==> config.mk <==
export PLATFORM = sky130hd
export DESIGN_NAME = spi_rx_buffer
export DESIGN_NICKNAME = d
export VERILOG_FILES = /design/src/rtl/spi_rx_buffer.sv
export SDC_FILE = /design/constraint.sdc
export NUM_CORES = 1
export LEC_CHECK = 0
export CAP_MARGIN = 0
export CORE_MARGIN = 1.5
export CORE_UTILIZATION = 40
export DETAILED_ROUTE_END_ITERATION = 12
export PLACE_DENSITY = 0.67
export SYNTH_ARGS = -nofsm -noshare
export SYNTH_HDL_FRONTEND = slang
export SYNTH_SLANG_ARGS = --single-unit
==> constraint.sdc <==
create_clock -name clk -period 3.3 [get_ports clk]
set_input_delay 0.495 -clock clk [delete_from_list [all_inputs] [get_ports clk]]
set_output_delay 0.495 -clock clk [all_outputs]
set_load 0.01 [all_outputs]
==> src/rtl/spi_rx_buffer.sv <==
// -----------------------------------------------------------------------------
// spi_rx_buffer
//
// SPI slave receiver with a byte-wide receive FIFO. The master drives its SPI
// clock from clk, so mosi is sampled directly on the rising edge of clk
// whenever cs is high. Bytes arrive LSB first. Each completed byte is pushed
// into a DEPTH-entry FIFO that the local side drains through rd_en/rd_data.
//
// Optional feature (compile-time macro SPI_RX_ECHO_EN):
//   defined   : miso echoes the previously completed byte of the current frame,
//               LSB first, one bit per edge (8'h00 before the first byte).
//   undefined : miso is tied to 0 and no echo storage exists.
//
// Parameters
//   DEPTH      number of FIFO entries (power of two, 2..16)
//
// Ports
//   clk        sole clock, serial inputs sampled on the rising edge
//   rst        asynchronous active-high reset
//   cs         frame select from the master, active-high
//   mosi       serial data from the master, LSB first
//   miso       serial data to the master (echo, see above)
//   rd_en      pop request for the oldest FIFO byte
//   rd_data    registered popped byte (holds between pops)
//   empty      FIFO holds no bytes
//   full       FIFO holds DEPTH bytes
//   count      number of bytes currently held
//   byte_valid one-cycle pulse per completed received byte
//   overflow   sticky: a completed byte was dropped because the FIFO was full
//   frame_err  one-cycle pulse when cs falls in the middle of a byte
//   clr_ovf    synchronous clear of overflow
// -----------------------------------------------------------------------------
module spi_rx_buffer #(
    parameter int DEPTH = 8
) (
    input  logic                     clk,
    input  logic                     rst,
    input  logic                     cs,
    input  logic                     mosi,
    output logic                     miso,
    input  logic                     rd_en,
    output logic [7:0]               rd_data,
    output logic                     empty,
    output logic                     full,
    output logic [$clog2(DEPTH):0]   count,
    output logic                     byte_valid,
    output logic                     overflow,
    output logic                     frame_err,
    input  logic                     clr_ovf
);

    localparam int AW = $clog2(DEPTH);
    localparam int CW = AW + 1;

    // ------------------------------------------------------------------
    // Frame FSM
    // ------------------------------------------------------------------
    typedef enum logic {
        IDLE  = 1'b0,
        SHIFT = 1'b1
    } state_t;

    state_t state_reg;
    state_t state_next;

    always_ff @(posedge clk or posedge rst) begin
        if (rst) begin
            state_reg <= IDLE;
        end else begin
            state_reg <= state_next;
        end
    end

    always_comb begin
        state_next = state_reg;
        case (state_reg)
            IDLE:    if (cs)  state_next = SHIFT;
            SHIFT:   if (!cs) state_next = IDLE;
            default: state_next = IDLE;
        endcase
    end

    // ------------------------------------------------------------------
    // Bit counter and shift register
    // ------------------------------------------------------------------
    logic [2:0] bit_cnt_reg;
    logic [2:0] bit_cnt_next;
    // Only bits 0..6 are stored; bit 7 is taken straight from mosi on the
    // completing edge so a byte is ready without an extra cycle.
    logic [6:0] shift_reg;
    logic [6:0] shift_next;

    logic       byte_done;
    logic [7:0] byte_in;

    assign byte_done    = cs && (bit_cnt_reg == 3'd7);
    assign byte_in      = {mosi, shift_reg};
    // 3-bit counter wraps 7->0 on its own, giving back-to-back bytes.
    assign bit_cnt_next = cs ? (bit_cnt_reg + 3'd1) : 3'd0;

    generate
        for (genvar gi = 0; gi < 7; gi++) begin : g_shift
            assign shift_next[gi] = !cs                        ? 1'b0 :
                                    (bit_cnt_reg == 3'(gi))    ? mosi :
                                                                 shift_reg[gi];
        end
    endgenerate

    always_ff @(posedge clk or posedge rst) begin
        if (rst) begin
            bit_cnt_reg <= 3'd0;
            shift_reg   <= 7'd0;
        end else begin
            bit_cnt_reg <= bit_cnt_next;
            shift_reg   <= shift_next;
        end
    end

    // ------------------------------------------------------------------
    // Receive FIFO
    // ------------------------------------------------------------------
    logic [7:0]    mem [DEPTH];
    logic [AW-1:0] wr_ptr_reg;
    logic [AW-1:0] rd_ptr_reg;
    logic [CW-1:0] count_reg;
    logic [7:0]    rd_data_reg;

    logic pop;
    logic push;
    logic drop;

    assign empty = (count_reg == '0);
    assign full  = (count_reg == CW'(DEPTH));

    // A pop on the completing edge frees a slot, so a full FIFO still
    // accepts the byte. An empty FIFO never pops, so only the push happens.
    assign pop  = rd_en && !empty;
    assign push = byte_done && (!full || pop);
    assign drop = byte_done && full && !pop;

    // Storage has no reset so it maps onto block RAM.
    always_ff @(posedge clk) begin
        if (push) begin
            mem[wr_ptr_reg] <= byte_in;
        end
    end

    always_ff @(posedge clk or posedge rst) begin
        if (rst) begin
            wr_ptr_reg  <= '0;
            rd_ptr_reg  <= '0;
            count_reg   <= '0;
            rd_data_reg <= 8'h00;
        end else begin
            if (push) begin
                wr_ptr_reg <= wr_ptr_reg + 1'b1;
            end
            if (pop) begin
                rd_ptr_reg  <= rd_ptr_reg + 1'b1;
                rd_data_reg <= mem[rd_ptr_reg];
            end
            case ({push, pop})
                2'b10:   count_reg <= count_reg + 1'b1;
                2'b01:   count_reg <= count_reg - 1'b1;
                default: count_reg <= count_reg;
            endcase
        end
    end

    // ------------------------------------------------------------------
    // Status flags
    // ------------------------------------------------------------------
    logic byte_valid_reg;
    logic overflow_reg;
    logic frame_err_reg;

    always_ff @(posedge clk or posedge rst) begin
        if (rst) begin
            byte_valid_reg <= 1'b0;
            overflow_reg   <= 1'b0;
            frame_err_reg  <= 1'b0;
        end else begin
            byte_valid_reg <= byte_done;
            frame_err_reg  <= !cs && (bit_cnt_reg != 3'd0);
            // A new drop wins over a simultaneous clear.
            if (drop) begin
                overflow_reg <= 1'b1;
            end else if (clr_ovf) begin
                overflow_reg <= 1'b0;
            end
        end
    end

    // ------------------------------------------------------------------
    // Optional echo on miso
    // ------------------------------------------------------------------
`ifdef SPI_RX_ECHO_EN
    logic [7:0] echo_reg;
    logic       miso_reg;

    always_ff @(posedge clk or posedge rst) begin
        if (rst) begin
            echo_reg <= 8'h00;
            miso_reg <= 1'b0;
        end else if (!cs) begin
            // Each frame starts echoing zeros until its first byte lands.
            echo_reg <= 8'h00;
            miso_reg <= 1'b0;
        end else begin
            miso_reg <= echo_reg[bit_cnt_reg];
            if (byte_done) begin
                echo_reg <= byte_in;
            end
        end
    end

    assign miso = miso_reg;
`else
    assign miso = 1'b0;
`endif

    assign rd_data    = rd_data_reg;
    assign count      = count_reg;
    assign byte_valid = byte_valid_reg;
    assign overflow   = overflow_reg;
    assign frame_err  = frame_err_reg;

endmodule

==> flow_metrics.env, run 1 <==
export IMPL_avgViaCountPerCell=4.88
export IMPL_htree_levels=3
export IMPL_slew_violations=0
export IMPL_crit_path_top_delay_cell="o41ai_4"
export IMPL_rsz0062_at_grt="no"
export IMPL_worst_skew_pair_late_latency_ns=0.35
export IMPL_ys_ff_latch=95
export IMPL_crit_required_ns=3.53
export IMPL_slew_headroom=0.364
export IMPL_placedInstanceArea_um2=4370
export IMPL_yosys_area_top_type="edfxtp_1"
export IMPL_num_antenna_cells=0
export IMPL_instances_no_fill=437
export IMPL_nNetsFinal=316
export IMPL_min_to="rd_data[4]"
export IMPL_synth_common_cells="edfxtp_1, dfrtp_1, nand2_1, mux2_2, mux2i_1"
export IMPL_coreArea_um2=9730
export IMPL_postSynthAreaPerCell_um2=15.0
export IMPL_drt_initial_drc_count=104
export IMPL_worstPathMaxFanout=19
export IMPL_rr_worst_depth=9
export IMPL_synth_most_common_cell="edfxtp_1"
export IMPL_r2r_setup_slack_ns=0.43
export IMPL_max_stage_delay_ns=0.94
export IMPL_gp_congestion=0.714
export IMPL_critical_path_class="flip-flop to flip-flop"
export IMPL_worstReg2RegStart="count[0]"
export IMPL_crit_chain="o41ai_4 -> inv_2 -> ha_1 -> xor2_1 -> ha_1 -> a21oi_1 -> xor2_1 -> nor2_1 -> xor2_1"
export IMPL_synth_edff_count=64
export IMPL_cp_end_kind="flip-flop"
export IMPL_hold_path_depth=2
export IMPL_power_density_nw_per_um2=704
export IMPL_period_share=0.871
export IMPL_cp_start_kind="flip-flop"
export IMPL_hold_violations=0
export IMPL_nFillCells=906
export IMPL_cts_sinks=95
export IMPL_drc=0
export IMPL_avgRoutedWirePerCell_um=15.3
export IMPL_layout_drive_gt1_share=0.155
export IMPL_area_growth_pct=14.4
export IMPL_synth_fp_nets=283
export IMPL_ys_async_sr_fraction=0.326
export IMPL_crit_arrival_ns=3.10
export IMPL_synth_cells=266
export IMPL_grt_pass1_vias=2159
export IMPL_clk_pin_slew_ns=0.10
export IMPL_p_leak_nw=1.71
export IMPL_met3WireLength_um=212
export IMPL_start_util=0.410
export IMPL_drv_cap=0
export IMPL_grt_max_degree=32
export IMPL_cpMostUsedCell="xor2_1"
export IMPL_met1_length_mm=3.36
export IMPL_place_inst=421
export IMPL_r2r_end="count[2]"
export IMPL_largest_reg_flops=64
export IMPL_finalSetupTns_ns=0
export IMPL_hp_start="rd_data[4]"
export IMPL_dieArea_um2=10600
export IMPL_dp_hpwl_mm=4.42
export IMPL_tightest_slew_ns=0.951
export IMPL_fp_dieW_um=103
export IMPL_grtUsageTotal=0.141
export IMPL_grt_remaining_overflow=0
export IMPL_synthDistinctLibCells=36
export IMPL_die_y_um=103
export IMPL_met2_length_mm=3.09
export IMPL_setup_viol_count_final=0
export IMPL_routed_wl_mm=6.70
export IMPL_cts_resized=0
export IMPL_cts_buffers=9
export IMPL_irDropWorstVdd_v=0.000234
export IMPL_startpoint="count[0]"
export IMPL_yosysSeqAreaShare=0.677
export IMPL_portBuffers=22
export IMPL_holdCritPathClass="flip-flop to flip-flop"
export IMPL_synthTopCellsByArea="edfxtp_1, dfrtp_1, mux2_2, mux2i_1, ha_1"
export IMPL_synth_largest_type_area_fraction=0.482
export IMPL_grt_antenna_before_repair=0
export IMPL_synth_area_um2=3990
export IMPL_holdBufCountCts=0
export IMPL_rows=36
export IMPL_highest_layer="met4"
export IMPL_dominantRegCellSynth="edfxtp_1"
export IMPL_grt_pass1_wl_mm=11.1
export IMPL_cts_root_buffer="clkbuf_8"
export IMPL_cts_tree="built"
export IMPL_num_vias=2133
export IMPL_postCtsSetupRepairBufs=0
export IMPL_fmax_ghz=0.348
export IMPL_io_pins=24
export IMPL_fin_crit_ns=2.87
export IMPL_dr_pass1_iters=4
export IMPL_outcome="complete, no violations"
export IMPL_cts_path_max_buffers=2
export IMPL_clock_skew_final_ns=0.0149
export IMPL_ant_nets=0
export IMPL_fin_area_um2=4560
export IMPL_yosys_warnings=0
==> logic make-up (layout without fill, tap and decap cells) <==
kind of cell,Yosys count,count (layout),share of synthesized area
other,1,1,0.000941
and+or+nand+nor,55,55,0.0688
muxes,36,36,0.0961
adders and majority gates,11,11,0.0345
buffers and inverters,20,58,0.0295
xor gates and xnor gates,9,9,0.0198
AOI/OAI and AO/OA,39,39,0.0735
DFF,95,95,0.677
==> how the worst max path moves through the flow <==
stage                     to  slack [ns]  cells past startpoint
finish              count[2]        0.43                      9
global route        count[2]        0.11                      9
CTS                 count[2]        0.38                      9
detailed placement  count[2]        0.40                      9
global placement    count[2]        0.49                      9
floorplan           count[2]        0.89                     10
==> area by class of cell <==
class,count,area [µm²],share of cell area
Timing Repair Buffer,33,303,0.0664
Tap cell,133,166,0.0365
Sequential cell,95,2700,0.592
Multi-Input combinational cell,151,1170,0.257
Clock buffer,10,128,0.0280
Clock inverter,6,61.3,0.0134
Inverter,9,33.8,0.00741
==> per-stage QoR <==
| stage | hold slack, ns | util | total power, W | worst slack [ns] |
|---|---|---|---|---|
| 2_1_floorplan | 0.457 | - | 0.00222 | 0.890 |
| 3_3_place_gp | 0.468 | 0.449 | 0.00249 | 0.489 |
| 3_5_place_dp | 0.475 | 0.449 | 0.00251 | 0.404 |
| 4_1_cts | 0.497 | 0.469 | 0.00324 | 0.384 |
| 5_1_grt | 0.517 | 0.469 | 0.00339 | 0.108 |
| 6_report | 0.488 | 0.469 | 0.00321 | 0.427 |
==> metal layers <==
metal  GRT usage  vias to the layer above
li1            -                     1048
met1       0.194                     1050
met2       0.223                       33
met3      0.0366                        2
met4      0.0437                        0
met5           0                        -
==> worst max-delay path: cells and delay by family (launching register included) <==
family	cells	cell delay, ns
buffers and inverters	1	0.12
AND/OR/NAND/NOR	1	0.06
flip-flops	1	0.52
AO/OA/AOI/OAI	2	1.09
XOR/XNOR	3	0.45
adder cells (fa/ha/maj)	2	0.50
==> placed cells by master (no fill, tap or decap), drive strengths merged <==
cell,count
o21ai,9
edfxtp,64
clkinv,5
clkbuf,10
nor4,2
nor2,6
nand2,26
o22ai,10
nor4b,1
inv,9
bufinv,1
dfrtp,31
nand3,3
a32oi,1
nand2b,4
conb,1
a21boi,5
mux2i,18
and2,1
xor2,4
nor3,4
nor3b,1
clkdlybuf4s50,22
ha,11
a221o,8
o41ai,1
mux2,18
nor2b,7
buf,11
a21oi,3
xnor2,5
a31oi,2
==> power breakdown <==
part | switching (W) | internal, W | leakage, nW | total (W)
clock | 0.000387 | 0.000349 | 0.0976 | 0.000736
sequential | 0.000189 | 0.00137 | 0.986 | 0.00156
combinational | 0.000399 | 0.000508 | 0.631 | 0.000908
total | 0.000976 | 0.00223 | 1.71 | 0.00321
Power figures use the tool's default switching activity.
==> run 2, diff against run 1 <==
Settings changed: CAP_MARGIN 0 to unset.
==> results of run 2 <==
Same layout as run 1: the final DEF is identical, and so are final timing and power.
